### config.mk
export PLATFORM = sky130hd
export DESIGN_NAME = id_stage
export DESIGN_NICKNAME = d
export VERILOG_FILES = /design/src/rtl/id_stage_pkg.sv /design/src/rtl/id_forward_mux.sv /design/src/rtl/id_stage.sv
export SDC_FILE = /design/constraint.sdc
export NUM_CORES = 1
export LEC_CHECK = 0
export CAP_MARGIN = 15
export CORE_MARGIN = 2
export CORE_UTILIZATION = 40
export CTS_BUF_LIST = sky130_fd_sc_hd__clkbuf_8
export DETAILED_ROUTE_END_ITERATION = 10
export PLACE_DENSITY_LB_ADDON = 0.1
export SLEW_MARGIN = 20
export SYNTH_ARGS = -nofsm -noshare
export SYNTH_HDL_FRONTEND = slang
export SYNTH_SLANG_ARGS = --single-unit
### constraint.sdc
create_clock -name clk -period 1.1 [get_ports clk]
set_clock_uncertainty 0.15 [all_clocks]
set_input_delay 0.11 -clock clk [delete_from_list [all_inputs] [get_ports clk]]
set_output_delay 0.11 -clock clk [all_outputs]
set_load 0.03 [all_outputs]
### src/rtl/id_stage_pkg.sv
// rtl/id_stage_pkg.sv - shared opcodes, funct codes and ID/EX record for the decode stage
package id_stage_pkg;

    localparam int ID_DW = 32;
    localparam int ID_AW = 5;

    localparam logic [5:0] OP_RTYPE = 6'h00;
    localparam logic [5:0] OP_ORI   = 6'h0D;
    localparam logic [5:0] OP_ADDIU = 6'h09;

    localparam logic [5:0] F_OR   = 6'h25;
    localparam logic [5:0] F_ADDU = 6'h21;
    localparam logic [5:0] F_SUBU = 6'h23;
    localparam logic [5:0] F_SLLV = 6'h04;
    localparam logic [5:0] F_SRLV = 6'h06;
    localparam logic [5:0] F_SRAV = 6'h07;

    typedef struct packed {
        logic [5:0]       funct;
        logic [ID_DW-1:0] operand_1;
        logic [ID_DW-1:0] operand_2;
        logic [4:0]       shamt;
        logic             wen;
        logic [ID_AW-1:0] waddr;
        logic             valid;
    } id_ex_t;

    function automatic logic is_alu_funct(input logic [5:0] f);
        return f inside {F_OR, F_ADDU, F_SUBU, F_SLLV, F_SRLV, F_SRAV};
    endfunction

endpackage

### src/rtl/id_forward_mux.sv
// rtl/id_forward_mux.sv - source operand select: r0, EX bypass, MEM bypass, then register file
module id_forward_mux #(
    parameter int DATA_W = 32,
    parameter int REG_AW = 5
) (
    input  logic [REG_AW-1:0] raddr_i,
    input  logic [DATA_W-1:0] rf_rdata_i,
    input  logic              ex_wen_i,
    input  logic [REG_AW-1:0] ex_waddr_i,
    input  logic [DATA_W-1:0] ex_wdata_i,
    input  logic              mem_wen_i,
    input  logic [REG_AW-1:0] mem_waddr_i,
    input  logic [DATA_W-1:0] mem_wdata_i,
    output logic [DATA_W-1:0] rdata_o
);

    // EX is the younger producer, so it wins over MEM for the same register
    always_comb begin
        if (raddr_i == '0)
            rdata_o = '0;
        else if (ex_wen_i && (ex_waddr_i == raddr_i))
            rdata_o = ex_wdata_i;
        else if (mem_wen_i && (mem_waddr_i == raddr_i))
            rdata_o = mem_wdata_i;
        else
            rdata_o = rf_rdata_i;
    end

endmodule

### src/rtl/id_stage.sv
// rtl/id_stage.sv - instruction decode with operand forwarding and ID/EX pipeline register
module id_stage
    import id_stage_pkg::*;
#(
    parameter int DATA_W = 32,
    parameter int REG_AW = 5
) (
    input  logic              clk,
    input  logic              rst,
    input  logic              inst_valid,
    input  logic [31:0]       inst,
    output logic              inst_ready,
    input  logic              stall_in,
    input  logic              flush,
    output logic [REG_AW-1:0] rf_raddr1,
    output logic [REG_AW-1:0] rf_raddr2,
    input  logic [DATA_W-1:0] rf_rdata1,
    input  logic [DATA_W-1:0] rf_rdata2,
    input  logic              ex_wen,
    input  logic [REG_AW-1:0] ex_waddr,
    input  logic [DATA_W-1:0] ex_wdata,
    input  logic              mem_wen,
    input  logic [REG_AW-1:0] mem_waddr,
    input  logic [DATA_W-1:0] mem_wdata,
    output logic [5:0]        funct,
    output logic [DATA_W-1:0] operand_1,
    output logic [DATA_W-1:0] operand_2,
    output logic [4:0]        shamt,
    output logic              write_reg_en,
    output logic [REG_AW-1:0] write_reg_addr,
    output logic              ex_valid,
    output logic              illegal_inst
);

    logic [5:0]        opcode;
    logic [REG_AW-1:0] rs, rt, rd;
    logic [15:0]       imm;
    logic [DATA_W-1:0] rs_val, rt_val;
    id_ex_t            dec;
    logic              dec_illegal;
    id_ex_t            id_ex_d, id_ex_q;
    logic              illegal_d, illegal_q;

    assign opcode     = inst[31:26];
    assign rs         = inst[25:21];
    assign rt         = inst[20:16];
    assign rd         = inst[15:11];
    assign imm        = inst[15:0];
    assign rf_raddr1  = rs;
    assign rf_raddr2  = rt;
    assign inst_ready = !stall_in;

    id_forward_mux #(.DATA_W(DATA_W), .REG_AW(REG_AW)) u_fwd_rs (
        .raddr_i(rs), .rf_rdata_i(rf_rdata1),
        .ex_wen_i(ex_wen), .ex_waddr_i(ex_waddr), .ex_wdata_i(ex_wdata),
        .mem_wen_i(mem_wen), .mem_waddr_i(mem_waddr), .mem_wdata_i(mem_wdata),
        .rdata_o(rs_val)
    );

    id_forward_mux #(.DATA_W(DATA_W), .REG_AW(REG_AW)) u_fwd_rt (
        .raddr_i(rt), .rf_rdata_i(rf_rdata2),
        .ex_wen_i(ex_wen), .ex_waddr_i(ex_waddr), .ex_wdata_i(ex_wdata),
        .mem_wen_i(mem_wen), .mem_waddr_i(mem_waddr), .mem_wdata_i(mem_wdata),
        .rdata_o(rt_val)
    );

    // Unsupported encodings decode exactly like a NOP; only the sticky flag differs
    always_comb begin
        dec         = '0;
        dec.valid   = 1'b1;
        dec_illegal = 1'b0;
        case (opcode)
            OP_RTYPE: begin
                if (is_alu_funct(inst[5:0])) begin
                    dec.funct     = inst[5:0];
                    dec.operand_1 = rs_val;
                    dec.operand_2 = rt_val;
                    dec.shamt     = inst[10:6];
                    dec.waddr     = rd;
                    dec.wen       = (rd != '0);
                end else if (inst != '0) begin
                    dec_illegal = 1'b1;
                end
            end
            OP_ORI: begin
                dec.funct     = F_OR;
                dec.operand_1 = rs_val;
                dec.operand_2 = {{(DATA_W-16){1'b0}}, imm};
                dec.waddr     = rt;
                dec.wen       = (rt != '0);
            end
            OP_ADDIU: begin
                dec.funct     = F_ADDU;
                dec.operand_1 = rs_val;
                dec.operand_2 = {{(DATA_W-16){imm[15]}}, imm};
                dec.waddr     = rt;
                dec.wen       = (rt != '0);
            end
            default: dec_illegal = 1'b1;
        endcase
    end

    always_comb begin
        id_ex_d   = id_ex_q;
        illegal_d = illegal_q;
        if (flush) begin
            id_ex_d = '0;
        end else if (!stall_in) begin
            if (inst_valid) begin
                id_ex_d   = dec;
                illegal_d = illegal_q | dec_illegal;
            end else begin
                id_ex_d = '0;
            end
        end
    end

    always_ff @(posedge clk or negedge rst) begin
        if (!rst) begin
            id_ex_q   <= '0;
            illegal_q <= 1'b0;
        end else begin
            id_ex_q   <= id_ex_d;
            illegal_q <= illegal_d;
        end
    end

    assign funct          = id_ex_q.funct;
    assign operand_1      = id_ex_q.operand_1;
    assign operand_2      = id_ex_q.operand_2;
    assign shamt          = id_ex_q.shamt;
    assign write_reg_en   = id_ex_q.wen;
    assign write_reg_addr = id_ex_q.waddr;
    assign ex_valid       = id_ex_q.valid;
    assign illegal_inst   = illegal_q;

endmodule

* Word level (Yosys, flattened, before mapping)
Cells that the tools add are included.
Widths: inputs -> output; s select.
** Storage, ports and cells
- Flip-flop bits (word level) :: 83
- Input bits :: 177
** Cells by class
- Eq/ne operators :: 13
- Multiplexer cells :: 16
- Bitwise gates (word level) :: 3
- Reductions and logical operators :: 14
** Operators by type and width (number)
- $mux 82 :: 3
- $pmux 70 s3 :: 1
- $mux 32 :: 6
- $mux 81 :: 1
- $reduce_bool 32->1 :: 1
- $eq 5x5->1 :: 4
- $eq 6x3->1 const B :: 3
- $eq 6x6->1 const B :: 3
- $eq 6x4->1 const B :: 2
- $pmux 6 s2 :: 1
- $logic_not 5->1 :: 2
- $reduce_bool 5->1 :: 2
- $logic_not 6->1 :: 1
- $reduce_bool 6->1 :: 1
- $mux 5 :: 1
- $logic_and 1x1->1 :: 4
- $reduce_and 3->1 :: 1
- $mux 1 :: 2
- $ne 2x1->1 const B :: 1
- $not 1->1 :: 2
- $pmux 1 s2 :: 1
- $reduce_or 2->1 :: 1
- $logic_not 1->1 :: 1
- $or 1x1->1 :: 1

* Logic depth before layout (Yosys ltp)
- Depth after elaboration :: 10
- Gate-level depth with buffers :: 8
- Mapped depth without buffers :: 5

* Cells and area by module
Synthesis repeated with hierarchy kept, for this count alone.
** Unflattened totals
- Cells, all modules :: 750
- Area, all modules :: 6419.9 sq um
** By module, submodules not included
- id_stage :: times used 1, cells an instance 358, area an instance 3917.5 sq um
- id_forward_mux :: times used 2, cells an instance 196, area an instance 1251.2 sq um

* Least setup slack after synthesis
OpenSTA, ideal clock, no wires.
- Path type :: input -> register
- From :: input port inst[27]
- To :: register id_ex_q, in the netlist operand_2[10]
- Library setup time :: 0.095 ns
- Arrival :: 1.819 ns
- Slack :: -0.965 ns
- Stages :: 6
- Path buffers :: 1
- Cells stage by stage :: or3_4 > or4_4 > nor4_4 > o21ai_2 > buf_6 > o31ai_1
** On the way
- Word-level cells in the longest chain between the ends :: 5
- Elaborated cells on any way between the ends :: 7
- Classes of those cells :: 2 x eq/ne; 4 x mux; 1 x reduce/logical
** RTL lines
- from (decl) :: line id_stage.sv:11 : input logic [31:0] inst,
- $eq 6x4->1 or $logic_not 6->1 (tied branches) :: line id_stage.sv:72 : case (opcode)
- $pmux 70 s3 (*) :: line id_stage.sv:72
- $mux 82 (*) :: line id_stage.sv:109 : if (inst_valid) begin
- $mux 82 (*) :: line id_stage.sv:108 : end else if (!stall_in) begin
- $mux 82 (*) :: line id_stage.sv:106 : if (flush) begin
- to (signal assigned) :: line id_stage.sv:123 : id_ex_q <= id_ex_d;
- to (decl) :: line id_stage.sv:41 : id_ex_t id_ex_d, id_ex_q;
Every way passes the cells marked *; elsewhere a longest branch is shown, timed or not. The select of a mux whose other input is x is not followed.
A chain may end at the register's enable or synchronous reset.

* Worst setup path in the final report
- From :: input port inst[27]
- To :: register id_ex_q, in the netlist operand_2[31]
The elaborated chain is that of the path after synthesis.

==> reports/qor.log <==
qor: status.outcome finished with violations
qor: status.violations_in_the_final_reports setup timing
qor: floorplanning.design.core.area 12010 sq um
qor: power.sequentialPowerShare 41.1%
qor: power.clock_power_share 31.6%
qor: setup_path.critical_path_class in -> reg
qor: yosys.sequential_share_of_the_synthesized_area 42.12%
qor: detailed_routing.drt-total-wl 27130 um
qor: power.power.density_cell_area 706.6 nW/um^2
qor: power.internal_power 5.197 mW
qor: placement.place_congestion 0.9205
qor: placement.count_of_port_buffers_added_during_placement 270
qor: global_route.initial_antenna_violation_count 0
qor: cells_and_area.layout.core_utilization 87.82%
qor: setup_path.cp_data_required_time 1210 ps
qor: detailed_routing.drt_drc_violations_left 0
qor: sta.achievable-frequency 0.5064 GHz
qor: floorplanning.floorplan.die_area 13230 sq um
qor: yosys.synthesis.nets 712
qor: floorplanning.floorplan.initialDensity 41.05%
qor: clock_tree.clock_tree.buffer_depth 2
qor: clock_tree.insertion_delay 370 ps
qor: sta.finalSetupViolations 163
qor: yosys.yosys_register_bits 83
qor: floorplanning.die_height 115.0 um
qor: cells_and_area.regArea 2077 sq um
qor: power.cellLeakagePower 4.491 nW
qor: floorplanning.die-width 115.0 um
qor: global_route.track_usage 34.60%
qor: clock_tree.cts-buffers-inserted 9
qor: clock_tree.clockRootBuffer clkbuf_8
qor: detailed_routing.num_vias 6580
qor: global_route.overflow 0
qor: yosys.ys_types 40
qor: power.worst_ir_drop_vdd 0.4954 mV
qor: floorplanning.io_pins 271
qor: sta.post-route-min-period 1975 ps
qor: sta.finalHoldViolations 0
qor: yosys.mappedNetlistArea 4931 sq um
qor: cells_and_area.layout-area-overhead-vs-synth 113.9%
qor: yosys.synth_edf_count 0
qor: yosys.synthesis.area_per_instance 9.217 sq um
qor: cells_and_area.final_cell_area 10550 sq um
qor: sta.final-max-slew-violation-count 0
qor: global_route.first_pass_grt_wire_length 35070 um
qor: job.drv_cap 0
qor: global_route.maximum_number_of_pins_on_one_net_before_global_route_repair 45
qor: placement.detailedPlacementHpwl 14750 um
qor: sta.hold_slack 12.47 ps
qor: detailed_routing.final_antenna_net_count 0
qor: setup_path.startpoint_type input pin
qor: yosys.ys_async_rst_share 100.0%
qor: sta.setup_ws -874.8 ps
qor: cells_and_area.post_route_cells_drive_above_1_share 44.54%
qor: setup_path.end_kind register
qor: detailed_routing.firstDrtPassIters 5
qor: detailed_routing.iter_0_drt_violations 659
qor: yosys.ys.flop_type dfrtp_1
qor: setup_path.cp_cell_sequence buf_6 -> or3_4 -> or4_4 -> nor4_4 -> o21ai_4 -> buf_4 -> buf_8 -> o31ai_2
qor: clock_tree.clock_sink_count 83
qor: cells_and_area.nets 1070
qor: power.netSwitchingFraction 30.27%
qor: power.comb_power_share 27.3%
qor: cells_and_area.area_occupied_by_multi_input_gates 3774 sq um
qor: setup_path.cpPeakStageDelay 470 ps
qor: yosys.yosys_warnings 0
qor: sta.final_min_period_over_clock_period 179.5%
qor: worst_hold_path.hold_path_class in -> async
qor: power.netSwitchingPower 2.256 mW
qor: clock_tree.htree_num_levels 3
qor: setup_path.crit_path_top_delay_cell or4_4
qor: global_route.grt_pass1_vias 6329
qor: yosys.synth_cells 535
qor: clock_tree.clk_transition_reported_paths 100 ps
qor: cells_and_area.fillerInstances 527
qor: floorplanning.core.rowCount 40
qor: detailed_routing.vias_per_cell 6.297
qor: cells_and_area.insertedDiodeCount 0
qor: sta.rsz0062_at_grt true
qor: detailed_routing.detail_route.wl_per_cell 25.96 um
qor: setup_path.path_max_fanout 8
qor: setup_path.worst_path_arrival_time 2080 ps
qor: clock_tree.tritoncts yes
qor: placement.area_after_detailed_placement 8015 sq um
qor: sta.worst-slew-pin-transition 495.1 ps
qor: sta.slew_headroom 66.99%
-- critical path, delay by kind of cell --
family / cells / cell delay, ps
buffers and inverters: 3 / 420
AND/OR/NAND/NOR: 3 / 1070
AO/OA/AOI/OAI: 2 / 470
-- logic make-up (layout without fill, tap and decap cells) --
| group | Yosys count | in the layout | synth area share (%) |
|---|---|---|---|
| AO/OA/AOI/OAI | 183 | 183 | 28.75 |
| AND/OR/NAND/NOR | 186 | 186 | 19.49 |
| XOR/XNOR | 20 | 20 | 3.552 |
| flip-flops | 83 | 83 | 42.12 |
| buffers and inverters | 63 | 426 | 6.090 |
-- cell usage in the layout, fill, tap and decap left out, types with 3 or more instances in the layout --
cell             count
o31ai_1              8
a221oi_1            28
inv_1                3
nor2_4               3
a221oi_4            11
a22oi_1             21
buf_16               5
clkbuf_16            4
xnor2_2              4
dlymetal6s2s_1       3
xnor2_1              8
nor2b_1             17
clkdlybuf4s50_1    141
nand3_1              3
or4_4                3
nor3_1               3
and2_1              34
dlygate4sd3_1        3
dlygate4sd2_1       22
nand2_1             51
o31ai_2             18
or3_4                3
buf_12              23
nor2_1              32
nor4_2               3
a22o_1               6
a21oi_1             16
dfrtp_1             83
xor2_1               8
buf_4              102
nor2b_2             14
buf_2                4
nor2_2               6
buf_6               96
clkbuf_8             9
a221oi_2            25
o31ai_4             39
-- per-stage QoR --
stage	worst slack, ps	power (mW)	std cells	setup TNS (ps)
5_1_grt	-933.6	7.650	1045	-66690
4_1_cts	-761.6	7.137	1013	-58270
3_5_place_dp	-1388	4.737	955	-104170
3_3_place_gp	-1271	4.730	955	-99850
6_report	-874.8	7.453	1045	-60860
2_1_floorplan	-853.2	3.632	535	-64130
-- Yosys cell counts, drive strengths merged (2+ instances only) --
master   n  area (sq um)
xor2     8         70.07
clkbuf  45         168.9
nor2    41         153.9
a221oi  64         560.5
and3     2         12.51
or3      3         23.77
nor4     4         40.04
buf     16         123.9
a22o     6         52.55
o31ai   65         488.0
a221o    2         20.02
nor2b   33         206.5
and2    34         212.7
nand2   51         191.4
dfrtp   83          2077
xnor2   12         105.1
a22oi   22         165.2
nor3     5         30.03
o21ai    5         28.77
nand3    4         20.02
a21oi   16         80.08
inv      2         7.510
or4      3         26.27
-- final timing paths --
kind	start	to	slack (ps)	cells after the start
min in group clk	inst[18]	write_reg_addr[2]	10	4
max in group asynchronous	rst	operand_2[1]	270	3
setup / recovery	inst[27]	operand_2[31]	-870	8
setup reg to reg	operand_2[6]	operand_2[6]	-120	3
hold reg to reg	funct[3]	funct[3]	360	1
hold / removal	rst	write_reg_addr[4]	10	2
-- registers in the layout, summed over array words and instances, names as in the netlist --
signal / flops
ex_valid: 1
operand_2: 32
write_reg_addr: 5
write_reg_en: 1
operand_1: 32
funct: 6
illegal_inst: 1
shamt: 5
-- layout make-up --
type                       instances  share of cell area (%)
tap                              147                   1.744
clock buffer                       9                   1.174
clock inverter                     7                  0.6524
sequential                        83                   19.69
multi-input combinational        389                   35.77
timing repair buffer             408                   40.90
inverter                           2                 0.07117
-- routing by layer --
| layer | vias up | wire (um) | track usage, % |
|---|---|---|---|
| met5 | - | 0 | 0 |
| met4 | 0 | 1563 | 14.38 |
| met3 | 134 | 2626 | 6.431 |
| met2 | 531 | 13330 | 59.57 |
| met1 | 3177 | 9606 | 42.71 |
| li1 | 2738 | - | - |
-- power groups by stage --
stage / clock network [mW] / registers (mW) / logic (mW)
floorplan: 0 / 3.14 / 0.489
global placement: 0 / 3.12 / 1.61
detailed placement: 0 / 3.12 / 1.61
CTS: 2.29 / 3.06 / 1.78
global route: 2.46 / 3.07 / 2.12
finish: 2.35 / 3.07 / 2.03
-- timing repair --
| action | CTS | global route |
|---|---|---|
| setup buffers | 31 | 30 |
| hold buffers | 3 | 0 |
| pin swaps | 26 | 30 |
| endpoints found under the hold margin | 85 | 0 |
| cloned | 8 | 6 |
| endpoints found under the setup margin | 174 | 163 |
| gates resized for setup | 235 | 133 |
No activity file was read; power rests on OpenSTA's default activity.
